[src/rtl/uart_pkg.sv]
// Shared UART definitions: state encoding, frame constants and baud divisor helpers.
// Used by both the transmitter and the receiver so one parameter pair configures a link.
package uart_pkg;

  typedef enum logic [2:0] {
    S_IDLE   = 3'd0,
    S_START  = 3'd1,
    S_DATA   = 3'd2,
    S_PARITY = 3'd3,
    S_STOP   = 3'd4,
    S_BREAK  = 3'd5
  } uart_state_e;

  localparam int   DATA_BITS   = 8;
  localparam logic START_LEVEL = 1'b0;
  localparam logic STOP_LEVEL  = 1'b1;

  function automatic int calc_clks_per_bit(input int clock_freq, input int baud_rate);
    return clock_freq / baud_rate;
  endfunction

  function automatic int calc_half_bit(input int clock_freq, input int baud_rate);
    return calc_clks_per_bit(clock_freq, baud_rate) / 2;
  endfunction

endpackage

[src/rtl/uart_rx_sync.sv]
// Two-flop synchronizer for an asynchronous single-bit input, with a selectable reset level.
module uart_rx_sync #(
  parameter logic RESET_VAL = 1'b1
) (
  input  logic clk,
  input  logic rst,
  input  logic async_i,
  output logic sync_o
);

  logic meta_q;
  logic sync_q;

  always_ff @(posedge clk or posedge rst) begin
    if (rst) begin
      meta_q <= RESET_VAL;
      sync_q <= RESET_VAL;
    end else begin
      meta_q <= async_i;
      sync_q <= meta_q;
    end
  end

  assign sync_o = sync_q;

endmodule

[src/rtl/uart_receiver.sv]
// 8N1 UART receiver (8E1 when UART_RX_PARITY_EN is defined) with centre-of-bit sampling.
//   state  | meaning
//   IDLE   | line idle, waiting for rx_s low
//   START  | checking start bit at its centre
//   DATA   | sampling D0..D7 at bit centres
//   PARITY | sampling even-parity bit (UART_RX_PARITY_EN only)
//   STOP   | sampling stop bit, emitting result pulse
//   BREAK  | stop bit was low, waiting for the line to return high
module uart_receiver
  import uart_pkg::*;
#(
  parameter int BAUD_RATE  = 9600,
  parameter int CLOCK_FREQ = 50_000_000
) (
  input  logic       clk,
  input  logic       rst,
  input  logic       rx,
  output logic [7:0] data_out,
  output logic       data_valid,
  output logic       frame_err,
  output logic       parity_err,
  output logic       busy
);

  localparam int CLKS_PER_BIT = calc_clks_per_bit(CLOCK_FREQ, BAUD_RATE);
  localparam int HALF_BIT     = calc_half_bit(CLOCK_FREQ, BAUD_RATE);

  localparam logic [31:0] HALF_LAST = 32'(HALF_BIT - 1);
  localparam logic [31:0] BIT_LAST  = 32'(CLKS_PER_BIT - 1);
  localparam logic [2:0]  IDX_LAST  = 3'(DATA_BITS - 1);

  logic                 rx_s;
  uart_state_e          state_q;
  logic [31:0]          cnt_q;
  logic [2:0]           idx_q;
  logic [DATA_BITS-1:0] shift_q;
  logic [DATA_BITS-1:0] data_q;
  logic                 valid_q;
  logic                 ferr_q;
  logic                 busy_q;
  logic                 par_bad;
`ifdef UART_RX_PARITY_EN
  logic                 par_q;
  logic                 perr_q;
`endif

  uart_rx_sync #(
    .RESET_VAL(1'b1)
  ) u_sync (
    .clk    (clk),
    .rst    (rst),
    .async_i(rx),
    .sync_o (rx_s)
  );

`ifdef UART_RX_PARITY_EN
  // Even parity: data bits plus parity bit must XOR to zero.
  assign par_bad = (^shift_q) ^ par_q;
`else
  assign par_bad = 1'b0;
`endif

  always_ff @(posedge clk or posedge rst) begin
    if (rst) begin
      state_q <= S_IDLE;
      cnt_q   <= '0;
      idx_q   <= '0;
      shift_q <= '0;
      data_q  <= '0;
      valid_q <= 1'b0;
      ferr_q  <= 1'b0;
      busy_q  <= 1'b0;
`ifdef UART_RX_PARITY_EN
      par_q   <= 1'b0;
      perr_q  <= 1'b0;
`endif
    end else begin
      valid_q <= 1'b0;
      ferr_q  <= 1'b0;
`ifdef UART_RX_PARITY_EN
      perr_q  <= 1'b0;
`endif
      cnt_q   <= cnt_q + 32'd1;
      case (state_q)
        S_IDLE: begin
          if (rx_s == START_LEVEL) begin
            state_q <= S_START;
            cnt_q   <= '0;
            busy_q  <= 1'b1;
          end
        end
        S_START: begin
          if (cnt_q == HALF_LAST) begin
            cnt_q <= '0;
            if (rx_s == START_LEVEL) begin
              state_q <= S_DATA;
              idx_q   <= '0;
            end else begin
              state_q <= S_IDLE;
              busy_q  <= 1'b0;
            end
          end
        end
        S_DATA: begin
          if (cnt_q == BIT_LAST) begin
            cnt_q          <= '0;
            shift_q[idx_q] <= rx_s;
            if (idx_q == IDX_LAST) begin
`ifdef UART_RX_PARITY_EN
              state_q <= S_PARITY;
`else
              state_q <= S_STOP;
`endif
            end else begin
              idx_q <= idx_q + 3'd1;
            end
          end
        end
`ifdef UART_RX_PARITY_EN
        S_PARITY: begin
          if (cnt_q == BIT_LAST) begin
            cnt_q   <= '0;
            par_q   <= rx_s;
            state_q <= S_STOP;
          end
        end
`endif
        S_STOP: begin
          if (cnt_q == BIT_LAST) begin
            cnt_q <= '0;
            if (rx_s == STOP_LEVEL) begin
              state_q <= S_IDLE;
              busy_q  <= 1'b0;
              if (par_bad) begin
`ifdef UART_RX_PARITY_EN
                perr_q <= 1'b1;
`endif
              end else begin
                data_q  <= shift_q;
                valid_q <= 1'b1;
              end
            end else begin
              // Held-low line: park in BREAK so it cannot look like a new start bit.
              ferr_q  <= 1'b1;
              state_q <= S_BREAK;
            end
          end
        end
        S_BREAK: begin
          if (rx_s == STOP_LEVEL) begin
            state_q <= S_IDLE;
            cnt_q   <= '0;
            busy_q  <= 1'b0;
          end
        end
        default: begin
          state_q <= S_IDLE;
          cnt_q   <= '0;
          busy_q  <= 1'b0;
        end
      endcase
    end
  end

  assign data_out   = data_q;
  assign data_valid = valid_q;
  assign frame_err  = ferr_q;
  assign busy       = busy_q;
`ifdef UART_RX_PARITY_EN
  assign parity_err = perr_q;
`else
  assign parity_err = 1'b0;
`endif

endmodule

[config.mk]
export PLATFORM = sky130hd
export DESIGN_NAME = uart_receiver
export DESIGN_NICKNAME = d
export VERILOG_FILES = /design/src/rtl/uart_pkg.sv /design/src/rtl/uart_rx_sync.sv /design/src/rtl/uart_receiver.sv
export SDC_FILE = /design/constraint.sdc
export NUM_CORES = 1
export LEC_CHECK = 0
export ABC_AREA = 1
export BUFFER_PORTS_ARGS = -buffer_cell sky130_fd_sc_hd__buf_4
export CAP_MARGIN = 20
export CORE_UTILIZATION = 50
export CTS_CLUSTER_SIZE = 16
export DETAILED_ROUTE_END_ITERATION = 7
export HOLD_SLACK_MARGIN = 0.03
export PLACE_DENSITY = 0.66
export SYNTH_ARGS = -nofsm -noshare
export SYNTH_HDL_FRONTEND = slang
export SYNTH_HIERARCHICAL = 1
export SYNTH_SLANG_ARGS = --single-unit
[constraint.sdc]
create_clock -name clk -period 1.9 [get_ports clk]
set_clock_uncertainty 0.05 [all_clocks]
set_input_delay 0.285 -clock clk [delete_from_list [all_inputs] [get_ports clk]]
set_output_delay 0.285 -clock clk [all_outputs]
set_load 0.05 [all_outputs]
* After elaboration in Yosys (flattened, before gate mapping)
Cells that the tools add are included.
** Word-level totals
- Flip-flop bits (word level) :: 59
- Input port bits :: 3
- Output and inout bits :: 12
- Word-level logic and storage cells :: 72
** Operators by class
- $add $sub $neg :: 2
- $lt $le $gt $ge :: 2
- Eq/ne operators :: 15
- Multiplexer cells :: 33
- Bitwise logic cells :: 1
- Reductions and logical operators :: 9
** Operators by type and width (number)
- $mux W32 :: 4
- $pmux W32 S4 :: 1
- $mux W3 :: 11
- $add A32 B1 Y32 const B :: 1
- $eq A32 B12 Y1 const B :: 1
- $eq A32 B13 Y1 const B :: 1
- $pmux W3 S5 :: 1
- $ne A2 B2 Y1 const B :: 7
- $mux W1 :: 11
- $eq A3 B3 Y1 const B :: 3
- $bwmux W8 :: 1
- $pmux W3 S2 :: 1
- $reduce_and A6 Y1 :: 1
- $pmux W1 S5 :: 1
- $reduce_and A5 Y1 :: 1
- $lt A3 B4 Y1 const B :: 1
- $reduce_and A4 Y1 :: 1
- $add A3 B1 Y3 const B :: 1
- $demux W1 S3 :: 1
- $eq A3 B1 Y1 const B :: 1
- $eq A3 B2 Y1 const B :: 1
- $ge A3 B1 Y1 const B :: 1
- $logic_not A3 Y1 :: 1
- $reduce_and A3 Y1 :: 1
- 7 further kinds :: 7

* Depth between registers and ports, before layout
- Depth after elaboration :: 5
- Gate-level depth with buffers :: 12
- Mapped depth without buffers :: 11

* Cells and area by module
Netlist, hierarchy kept.
** Modules (own cells, without submodules)
- uart_receiver :: instances 1, cells each 425, area each 3311.9 µm², seq. area each 1426.4 µm²
- uart_rx_sync :: instances 1, cells each 3, area each 56.3 µm², seq. area each 52.6 µm²

* Least setup slack after synthesis
Ideal clock, no wire load.
- Kind :: register -> register
- Start :: register cnt_q[0]
- End :: register cnt_q[31]
- Library setup time :: 0.120 ns
- Arrival time :: 1.519 ns
- Required time :: 1.730 ns
- Path slack :: 0.211 ns
- Stages on the path, launching flop included :: 12
- Path buffers :: 1
- Clock period less this slack :: 1.689 ns
- Cell sequence :: dfrtp_1 ha_1 nand4_1 nor2_1 nand2_2 nor2_8 nor2_4 clkinv_4 nand2_4 nor2_8 buf_12 nor2_1
** Between the ends
- Word-level cells in the longest chain between the ends :: 3
- Elaborated cells on any way between the ends :: 8
- Those cells by class :: add/sub: 1; eq/ne: 2; mux: 5
** Ends and longest elaborated chain
- start, declared :: RTL line uart_receiver.sv:34 : logic [31:0] cnt_q;
- start signal, assigned :: RTL line uart_receiver.sv:83 : cnt_q <= cnt_q + 32'd1;
- $add A32 B1 Y32, or another cell as far along :: RTL line uart_receiver.sv:83
- $mux W32 (on tied branches)
- $pmux W32 S4 * :: RTL line uart_receiver.sv:84 : case (state_q)
Every way passes the cells marked *; elsewhere a longest branch is shown, timed or not.
A chain may end at the register's enable or synchronous reset.

* Worst setup path in the final report
- Start :: register cnt_q[0]
- End :: register cnt_q[13]
Same word-level chain as after synthesis.

==> results by group <==
Synthesis
  • Top cell type by total area after synthesis: dfrtp_1
  • Synthesized instance count: ~430
  • Share of flip-flops with an asynchronous set or reset: 1.000
  • Number of enable-type register cells in the synthesized netlist: 0
  • Most used DFF post-synth: dfrtp_1
  • Total of flip-flops plus latches after synthesis: slightly below 60
  • Cell types with the highest counts after synthesis: nand2_1 (106), nor2_1 (73), dfrtp_1 (57)
  • Sequential-to-total area share from yosys stat: 0.4391
  • Yosys warnings: 6
  • Post-synth top area share: 0.4235
  • Top-count cell post-synth: nand2_1
  • Largest cells by area after synthesis: dfrtp_1 (42%), nand2_1 (12%), nor2_1 (8.1%)
  • Net count after synthesis: about 430
  • Average cell area after synthesis: between 7 and 8 µm²
  • Number of library cell types mapped by synthesis: 29
  • Post-synth design cell area: approximately 3400 µm²

Drt
  • Number of antenna-violating nets in the routed design: 0
  • Via count: 2745
  • Drt first pass iters: 6
  • Routed vias/inst: 5.009
  • DRC violations left: 4
  • Wirelength per Cell: between 10 and 15 µm
  • Detailed router's first-iteration violation count: between 150 and 200
  • Final Routed Wirelength: 6742 µm

Final layout
  • Synthesis-to-layout area growth: 15.97%
  • # diodes: 0
  • Final Instance Count excl. Fillers: 548
  • Core Util, Final: 0.6082
  • Number of nets at the end of the flow: around 470
  • Fraction of layout instances using a drive strength above 1: 0.2335
  • FILL cells: ~590

Power
  • Peak supply drop: approximately 380 µV
  • Total power: around 0.0025 W
  • Static Leakage: 1.899 nW
  • Power per Cell Area: about 630 nW/µm²

Timing
  • Min cycle time layout: between 1.5 and 2 ns
  • Final Slew Violations: 0
  • Max Freq: 543.4 MHz
  • Measured slew at the worst slew-check pin: approximately 0.53 ns
  • Setup violators final: 0
  • Hold Vio Cnt, Final: 0
  • Max transition margin: 0.6446
  • Final WS setup: 0.05988 ns
  • Final hold slack: 0.3114 ns
  • Share of the clock period used by the worst path: 0.9685

Hold path
  • Hold Crit Class: flop to flop

Floorplanning
  • Boundary Pins: 15
  • Die extent in x: about 84 µm
  • Row count: 29
  • Height of the chip: between 80 and 90 µm
  • Die area: 7069 µm²
  • Core region area: approximately 6400 µm²
  • Initial standard-cell utilization of the core: 0.5244

Clock network
  • CTS root buf: clkbuf_8
  • Clk sink count: 59
  • Clock tree from TritonCTS: yes
  • Cts bufs inserted: 9
  • Clock network latency to the later pin of the worst-skew pair: 0.34 ns
  • Maximum number of buffers from clock root to sink: 2
  • Clock-pin slew on the worst setup and hold paths: 0.07 ns
  • Maximum level of the CTS H-tree: 3

Critical path
  • Critical Path AT: about 2.0 ns
  • Startpoint class of the critical path: flop
  • Req. time, crit path: ~2.1 ns
  • Setup crit end kind: flop
  • Type of the worst setup path: flop to flop
  • Critical path peak fanout: 16

Placed design
  • Placer Congestion: roughly 0.9
  • Final HPWL DP: 4750 µm
  • Worst slack, placed: ~0.032 ns
  • Placed Instances: about 520
  • Input/output buffers: 13

Flow run
  • Max cap viols: 0

Global route
  • Initial antenna violation count: 0
  • Maximum number of pins on one net before global-route repair: 33
  • Gr usage total: 0.2092
  • Wire length of the first global-routing pass: around 11000 µm
  • Number of global-route vias before repair: around 2500
  • Remaining global-route overflow: 0

Run status
  • Failing checks: design-rule violations
  • Result of the run: finished with violations
==> per-layer routing <==
metal  GRT usage  vias to the layer above  share of wire
met5           0                        -              0
met4     0.07837                        0          0.019
met3     0.05143                       11          0.031
met2      0.3204                       47           0.45
met1      0.2876                     1277           0.50
li1            -                     1410              -
==> flip-flops by register name, summed over array words and instances, names as in the netlist <==
register       flops
busy               1
u_sync/sync_o      1
cnt_q             32
data_out           8
shift_q            8
frame_err          1
idx_q              3
u_sync/meta_q      1
state_q            3
data_valid         1
==> timing repair <==
item                                   CTS  global route
setup endpoints to repair                0            49
gates resized for setup                  0            11
setup buffers                            0             5
endpoints found under the hold margin   27             0
hold buffers                             2             0
==> cell usage in the layout (no fill, tap or decap), types with 3 or more instances in the layout <==
cell,n
xor2_1,24
nand2_2,3
nor2_4,4
nor3_1,5
inv_1,37
nand4_1,16
nor2_2,33
clkinv_4,3
nand2_1,106
dfrtp_2,3
o21ai_0,7
nand3_1,28
clkbuf_8,9
inv_2,5
dfrtp_1,54
xnor2_1,6
buf_4,34
nor2_1,69
==> per-stage QoR <==
step / setup TNS [ns] / area (µm²)
after global routing: -0.3274 / 3906
after CTS: 0 / 3815
final: 0 / 3906
after global placement: 0 / 3595
after detailed placement: 0 / 3595
after floorplan: 0 / 3368
==> area by class of cell <==
class / count / area [µm²] / area share
Clock inverter: 7 / 76.32 / 0.01954
Multi-Input combinational cell: 315 / 1640 / 0.4199
Inverter: 43 / 166.4 / 0.04260
Timing Repair Buffer: 38 / 320.3 / 0.08200
Tap cell: 77 / 96.34 / 0.02466
Sequential cell: 59 / 1483 / 0.3796
Clock buffer: 9 / 123.9 / 0.03171
==> kinds of logic after synthesis <==
family | synth area share
fa+ha+maj | 0.01115
simple gates | 0.3707
xor+xnor | 0.07801
other cells | 0.001113
buf+inv | 0.08135
compound gates | 0.01857
flops | 0.4391
==> report_power, final <==
part	switching, W	internal, W	leakage [nW]	total, W
clock	0.000544	0.000611	0.0958	0.00116
combinational	0.0000368	0.0000112	1.01	0.0000479
sequential	0.00000138	0.00126	0.794	0.00126
total	0.000583	0.00188	1.90	0.00246
==> final timing paths <==
path                                         start                 endpoint  slack [ns]  cells after the start
setup / recovery                cnt_q[0]$_DFF_PP0_      cnt_q[13]$_DFF_PP0_        0.06                     11
hold / removal             u_sync/meta_q$_DFF_PP1_  u_sync/sync_o$_DFF_PP1_        0.31                      0
setup reg to reg                cnt_q[0]$_DFF_PP0_      cnt_q[13]$_DFF_PP0_        0.06                     11
hold reg to reg            u_sync/meta_q$_DFF_PP1_  u_sync/sync_o$_DFF_PP1_        0.31                      0
max in group asynchronous                      rst       cnt_q[7]$_DFF_PP0_        0.64                      4
min in group asynchronous                      rst  u_sync/meta_q$_DFF_PP1_        0.49                      3
==> worst max-delay path, stage by stage, from the launching register on <==
cell and delay [ns]:
dfrtp_1 0.36, ha_2 0.23, nand4_1 0.10, nor2_1 0.16
nand2_2 0.11, nor2_8 0.18, nor2_4 0.06, clkinv_4 0.05
nand2_4 0.05, nor2_8 0.11, clkbuf_16 0.21, nor2_2 0.04
(Power assumes the default switching activity.)
